[config.mk]
export PLATFORM = sky130hd
export DESIGN_NAME = fifo_channel_buffer_flat
export DESIGN_NICKNAME = d
export VERILOG_FILES = /design/src/rtl/fifo_pkg.sv /design/src/rtl/fifo_channel_buffer_if.sv /design/src/rtl/fifo_dp_ram.sv /design/src/rtl/fifo_channel_buffer.sv /design/src/flat_wrapper.sv
export SDC_FILE = /design/constraint.sdc
export NUM_CORES = 1
export LEC_CHECK = 0
export CORE_UTILIZATION = 60
export CTS_CLUSTER_SIZE = 30
export DETAILED_ROUTE_END_ITERATION = 12
export GPL_ROUTABILITY_DRIVEN = 0
export PLACE_DENSITY_LB_ADDON = 0.08
export SETUP_SLACK_MARGIN = 0.1
export SLEW_MARGIN = 25
export SYNTH_ARGS = -nofsm -noshare
export SYNTH_HDL_FRONTEND = slang
export SYNTH_SLANG_ARGS = --single-unit
[constraint.sdc]
create_clock -name clk -period 3.5 [get_ports clk]
set_input_delay 0.875 -clock clk [delete_from_list [all_inputs] [get_ports clk]]
set_output_delay 0.875 -clock clk [all_outputs]
set_load 0.005 [all_outputs]
[src/rtl/fifo_pkg.sv]
// Shared constants for the two-channel sample buffer: default geometry and
// the channel select encoding driven on Mux.
package fifo_pkg;

   localparam int FIFO_DATA_WIDTH = 16;
   localparam int FIFO_ADDR_WIDTH = 4;
   localparam int FIFO_DEPTH      = 2 ** FIFO_ADDR_WIDTH;

   localparam logic SEL_CH1 = 1'b1;
   localparam logic SEL_CH2 = 1'b0;

endpackage : fifo_pkg

[src/rtl/fifo_channel_buffer_if.sv]
// Handshake between the load/read controller and the sample buffer.
// The master drives requests and channel data; the slave is the buffer itself.
interface fifo_channel_buffer_if #(
   parameter int DATA_WIDTH = 16,
   parameter int ADDR_WIDTH = 4
);

   logic                  Mux;
   logic                  Write;
   logic                  Read;
   logic [DATA_WIDTH-1:0] Ch1_Data;
   logic [DATA_WIDTH-1:0] Ch2_Data;
   logic [DATA_WIDTH-1:0] Data_Out;
   logic                  Data_Valid;
   logic                  Full;
   logic                  Empty;
   logic [ADDR_WIDTH:0]   Count;
   logic                  Overflow;
   logic                  Underflow;

   modport master (
      output Mux, Write, Read, Ch1_Data, Ch2_Data,
      input  Data_Out, Data_Valid, Full, Empty, Count, Overflow, Underflow
   );

   modport slave (
      input  Mux, Write, Read, Ch1_Data, Ch2_Data,
      output Data_Out, Data_Valid, Full, Empty, Count, Overflow, Underflow
   );

endinterface : fifo_channel_buffer_if

[src/rtl/fifo_dp_ram.sv]
// Simple dual-port sample store: synchronous write, registered read.
// The array carries no reset so it maps onto plain RAM.
module fifo_dp_ram #(
   parameter int DATA_WIDTH = 16,
   parameter int ADDR_WIDTH = 4
) (
   input  logic                  clk,
   input  logic                  wr_en,
   input  logic [ADDR_WIDTH-1:0] wr_addr,
   input  logic [DATA_WIDTH-1:0] wr_data,
   input  logic                  rd_en,
   input  logic [ADDR_WIDTH-1:0] rd_addr,
   output logic [DATA_WIDTH-1:0] rd_data
);

   logic [DATA_WIDTH-1:0] mem [0:(2**ADDR_WIDTH)-1];

   always_ff @(posedge clk) begin
      if (wr_en) begin
         mem[wr_addr] <= wr_data;
      end
   end

   always_ff @(posedge clk) begin
      if (rd_en) begin
         rd_data <= mem[rd_addr];
      end
   end

endmodule : fifo_dp_ram

[src/rtl/fifo_channel_buffer.sv]
// Two-channel FIFO sample buffer: muxes channel 1/2 into the store on accepted
// writes, returns entries in order with one-cycle read latency.
module fifo_channel_buffer
   import fifo_pkg::*;
#(
   parameter int DATA_WIDTH = FIFO_DATA_WIDTH,
   parameter int ADDR_WIDTH = FIFO_ADDR_WIDTH
) (
   input  logic clk,
   input  logic reset,
   fifo_channel_buffer_if.slave bus
);

   localparam int                DEPTH     = 2 ** ADDR_WIDTH;
   localparam logic [ADDR_WIDTH:0] COUNT_MAX = (ADDR_WIDTH+1)'(DEPTH);

   logic [ADDR_WIDTH-1:0] wr_ptr;
   logic [ADDR_WIDTH-1:0] rd_ptr;
   logic [ADDR_WIDTH:0]   count;
   logic                  full;
   logic                  empty;
   logic                  wr_en;
   logic                  rd_en;
   logic [DATA_WIDTH-1:0] wr_data;
   logic [DATA_WIDTH-1:0] ram_rd_data;
   logic                  has_data;
   logic                  data_valid;
   logic                  overflow;
   logic                  underflow;

   assign full    = (count == COUNT_MAX);
   assign empty   = (count == '0);
   assign wr_en   = bus.Write & ~full;
   assign rd_en   = bus.Read & ~empty;
   assign wr_data = (bus.Mux == SEL_CH1) ? bus.Ch1_Data : bus.Ch2_Data;

   fifo_dp_ram #(
      .DATA_WIDTH (DATA_WIDTH),
      .ADDR_WIDTH (ADDR_WIDTH)
   ) u_ram (
      .clk     (clk),
      .wr_en   (wr_en),
      .wr_addr (wr_ptr),
      .wr_data (wr_data),
      .rd_en   (rd_en),
      .rd_addr (rd_ptr),
      .rd_data (ram_rd_data)
   );

   always_ff @(posedge clk or negedge reset) begin
      if (!reset) begin
         wr_ptr     <= '0;
         rd_ptr     <= '0;
         count      <= '0;
         data_valid <= 1'b0;
         has_data   <= 1'b0;
         overflow   <= 1'b0;
         underflow  <= 1'b0;
      end else begin
         if (wr_en) begin
            wr_ptr <= wr_ptr + ADDR_WIDTH'(1);
         end
         if (rd_en) begin
            rd_ptr <= rd_ptr + ADDR_WIDTH'(1);
         end
         case ({wr_en, rd_en})
            2'b10:   count <= count + (ADDR_WIDTH+1)'(1);
            2'b01:   count <= count - (ADDR_WIDTH+1)'(1);
            default: count <= count;
         endcase
         data_valid <= rd_en;
         has_data   <= has_data | rd_en;
         overflow   <= overflow  | (bus.Write & full);
         underflow  <= underflow | (bus.Read & empty);
      end
   end

   // The RAM read register has no reset; has_data masks it so Data_Out reads
   // zero from reset until the first accepted read, then holds between reads.
   assign bus.Data_Out   = has_data ? ram_rd_data : '0;
   assign bus.Data_Valid = data_valid;
   assign bus.Full       = full;
   assign bus.Empty      = empty;
   assign bus.Count      = count;
   assign bus.Overflow   = overflow;
   assign bus.Underflow  = underflow;

endmodule : fifo_channel_buffer
[src/flat_wrapper.sv]
// flat-port wrapper written by rule: the top's interface ports become plain ports
module fifo_channel_buffer_flat import fifo_pkg::*;
#(
   parameter int DATA_WIDTH = FIFO_DATA_WIDTH,
   parameter int ADDR_WIDTH = FIFO_ADDR_WIDTH
)
  (clk, reset, bus_Mux, bus_Write, bus_Read, bus_Ch1_Data, bus_Ch2_Data, bus_Data_Out, bus_Data_Valid, bus_Full, bus_Empty, bus_Count, bus_Overflow, bus_Underflow);
  fifo_channel_buffer_if #(.DATA_WIDTH(DATA_WIDTH), .ADDR_WIDTH(ADDR_WIDTH)) bus_i ();
  input  logic clk;
  input  logic reset;
  input wire logic [$bits(bus_i.Mux)-1:0] bus_Mux;
  input wire logic [$bits(bus_i.Write)-1:0] bus_Write;
  input wire logic [$bits(bus_i.Read)-1:0] bus_Read;
  input wire logic [$bits(bus_i.Ch1_Data)-1:0] bus_Ch1_Data;
  input wire logic [$bits(bus_i.Ch2_Data)-1:0] bus_Ch2_Data;
  output wire logic [$bits(bus_i.Data_Out)-1:0] bus_Data_Out;
  output wire logic [$bits(bus_i.Data_Valid)-1:0] bus_Data_Valid;
  output wire logic [$bits(bus_i.Full)-1:0] bus_Full;
  output wire logic [$bits(bus_i.Empty)-1:0] bus_Empty;
  output wire logic [$bits(bus_i.Count)-1:0] bus_Count;
  output wire logic [$bits(bus_i.Overflow)-1:0] bus_Overflow;
  output wire logic [$bits(bus_i.Underflow)-1:0] bus_Underflow;
  assign bus_i.Mux = bus_Mux;
  assign bus_i.Write = bus_Write;
  assign bus_i.Read = bus_Read;
  assign bus_i.Ch1_Data = bus_Ch1_Data;
  assign bus_i.Ch2_Data = bus_Ch2_Data;
  assign bus_Data_Out = bus_i.Data_Out;
  assign bus_Data_Valid = bus_i.Data_Valid;
  assign bus_Full = bus_i.Full;
  assign bus_Empty = bus_i.Empty;
  assign bus_Count = bus_i.Count;
  assign bus_Overflow = bus_i.Overflow;
  assign bus_Underflow = bus_i.Underflow;
  fifo_channel_buffer #(.DATA_WIDTH(DATA_WIDTH), .ADDR_WIDTH(ADDR_WIDTH)) u_core (.clk(clk), .reset(reset), .bus(bus_i));
endmodule
==> results <==
-- registers in the layout, indices dropped and copies added, names as in the netlist, 4 cells and up --
register / flops
u_core.bus.Count: 5
u_core.rd_ptr: 4
u_core.u_ram.mem: 256
u_core.u_ram.rd_data: 16
u_core.wr_ptr: 4
-- cells by family (layout without fill, tap and decap cells) --
family / Yosys count / in the layout / synth area share, %
DFF: 289 / 289 / 73.2
AOI/OAI and AO/OA: 77 / 77 / 6.08
buffers and inverters: 43 / 160 / 2.49
xor gates and xnor gates: 13 / 13 / 0.970
and+or+nand+nor: 71 / 71 / 3.10
muxes: 114 / 114 / 13.3
adders and majority gates: 8 / 8 / 0.852
-- per-layer routing --
layer	GRT usage, %	vias up	wire [um]
met5	0	-	0
met4	5.89	0	415
met3	3.78	37	1650
met2	40.7	240	11500
met1	37.7	3026	10500
li1	-	2669	-
-- area by class of cell --
cell class,count,area (um2),share of cell area [%]
Timing Repair Buffer,100,956,6.99
Tap cell,260,325,2.38
Clock inverter,18,131,0.961
Multi-Input combinational cell,283,2890,21.1
Clock buffer,35,748,5.47
Inverter,7,26.3,0.192
Sequential cell,289,8600,62.9
-- power by group through the flow --
| stage | registers, mW | logic (mW) | clock network (mW) |
|---|---|---|---|
| after floorplan | 4.56 | 2.50 | 0 |
| after global routing | 4.80 | 3.60 | 3.04 |
| after detailed placement | 4.81 | 3.34 | 0 |
| final | 4.74 | 3.33 | 2.88 |
| after global placement | 4.78 | 3.27 | 0 |
| after CTS | 4.75 | 3.35 | 2.91 |
-- worst max path at each step --
stage | cells past startpoint | end | startpoint
finish | 3 | bus_Full | u_core.bus.Count[2]$_DFFE_PN0P_
global route | 3 | bus_Empty | u_core.bus.Count[2]$_DFFE_PN0P_
CTS | 3 | bus_Full | u_core.bus.Count[2]$_DFFE_PN0P_
detailed placement | 8 | u_core.bus.Count[4]$_DFFE_PN0P_ | bus_Read
global placement | 8 | u_core.bus.Count[4]$_DFFE_PN0P_ | bus_Read
floorplan | 9 | u_core.bus.Count[4]$_DFFE_PN0P_ | bus_Read
-- stage by stage --
step                      total power, mW  area [um2]  util [%]  hold slack [ps]  instances
final                                11.0       13700      72.1              466        992
after global routing                 11.4       13700      72.1              478        992
after CTS                            11.0       13700      72.1              467        992
after detailed placement             8.15       12800      67.5              455        939
after global placement               8.05       12800      67.5              443        939
after floorplan                      7.05       11700         -              451        615
-- cells in the final DEF, fill, tap and decap left out, drive strengths merged, types with 3 or more instances in the layout --
master	n
edfxtp	272
mux2i	64
clkdlybuf4s50	62
buf	38
clkbuf	35
mux4	32
a221oi	32
nand2	24
and2	19
o21ai	18
mux2	18
dfrtp	17
a22oi	16
clkinv	14
nor2	13
ha	8
inv	8
xnor2	7
xor2	6
nor3	6
a21o	3
a21oi	3
==> metrics.md <==
| Metric | Value |
|---|---|
| Worst Max-Slew Pin Slew | `862 ps` |
| Vias in the first global route | `6160` |
| Die X | `142 um` |
| Syn Area/Cell | `19.1 um2` |
| Crit path capture type | `output pin` |
| IO buf count | `62` |
| Fin Clk Skew | `11.5 ps` |
| Pint | `7.59 mW` |
| IO Pins | `63` |
| Final WL | `24.1 mm` |
| WL per Instance | `24.3 um` |
| Starting Density | `61.9%` |
| Asr flop ratio synth | `5.88%` |
| Hold path cells | `1` |
| Hold Startpoint | `u_core.bus.Overflow$_DFF_PN0_` |
| Critical-path top delay cell | `clkdlybuf4s50_1` |
| Pwr Density | `801 nW/um2` |
| Fraction of layout cells with a size suffix above 1 | `21.4%` |
| Clock network power share | `26.3%` |
| Site Rows | `50` |
| Final-report setup violation count | `0` |
| Top cell type's share of synthesized area | `69.6%` |
| Final min period | `3050 ps` |
| FF-to-FF path depth | `10` |
| Final hold vios | `0` |
| Startpoint types | `flop` |
| Max Cap Violations | `0` |
| Max Fclk | `328 MHz` |
| Gate Count Post-Synth | `615` |
| Sw Share | `30.7%` |
| Worst-path clk slew | `60 ps` |
| Hold crit path type | `flop to flop` |
| Dominant cell by count in the synthesized netlist | `edfxtp_1` |
| DR vias | `5972` |
| WHS Endpoint | `u_core.bus.Overflow$_DFF_PN0_` |
| Final Worst Setup Slack | `454 ps` |
| CP Buf/Inv Count | `1` |
| Gr usage total | `25.5%` |
| Post-synth EDFFs | `272` |
| CTS Root Cell | `clkbuf_16` |
| Place WS | `395 ps` |
| CTS Buf Count | `29` |
| Distinct cells, synth | `40` |
| Area contributors post-synth | `edfxtp_1, mux4_2, mux2i_1, dfrtp_1, a221oi_2` |
| Resize count post-CTS | `0` |
| Placeable Area | `19000 um2` |
| CTS Sinks | `289` |
| Setup Buffers After CTS | `0` |
| Tcrit/Tclk final | `87.0%` |
| Synth Warn # | `0` |
| Die H | `142 um` |
| Top_reg_cell synth | `edfxtp_1` |
| R2r setup slk | `900 ps` |
| Critical Path AT | `2170 ps` |
| Seq/Total Area, Yosys | `73.2%` |
| Psw | `3.36 mW` |
| Setup TNS | `0 ps` |
| #FFs+latches synth | `289` |
| Worst VDD drop | `473 uV` |
| DR vias/cell | `6.02` |
| Nets | `755` |
| Initial antenna violation count | `0` |
| Sequential share of power | `43.3%` |
| Max H-tree Level | `1` |
| Die ar. | `20100 um2` |
| R2r startpoint | `u_core.bus.Count[2]$_DFFE_PN0P_` |
| Slew HR | `42.4%` |
| Worst-Skew Late Latency | `540 ps` |
| Drt drc | `0` |
| Fillcell total | `1154` |
| Final Max Slew Viols | `0` |
| Hold Buf Count CTS | `0` |
| CP top delay family | `simple AND/OR/NAND/NOR gates` |
| Syn nets | `660` |
| Status | `finished, final reports clean` |
| Largest net degree at the start of global routing | `37` |
| Leakage | `4.71 nW` |
| TritonCTS clock tree | `yes` |
| Crit path kind | `flop to output pin` |
| Most frequent cells after synthesis | `edfxtp_1, mux2i_1, mux4_2, nand2_1, a221oi_2` |
| Crit path max fanout | `8` |
| Final HPWL DP | `14.5 mm` |
| Total gr overflow | `0` |
| Iteration-0 DRC Markers | `600` |
| First-pass GRT wire length | `37.0 mm` |
| Clock Tree Buf Depth | `3` |
| Max stage delay on crit path | `520 ps` |
| Cell taking the most area after synthesis | `edfxtp_1` |
| Number of nets with antenna violations after routing | `0` |
| Critical-path cell list | `nor4_4 > and2_1 > clkdlybuf4s50_1` |
| Mapped Area | `11700 um2` |
| Unrepaired setup endpoints after global routing | `no` |
| Diodes inserted | `0` |
| Reg2Reg Capture Point | `u_core.bus.Count[4]$_DFFE_PN0P_` |
| First drt pass iteration count | `5` |
| WP data required | `2620 ps` |
| Combinational group share of total power | `30.4%` |
| P&R area growth vs syn | `16.4%` |
No activity file was read; power rests on OpenSTA's default activity.
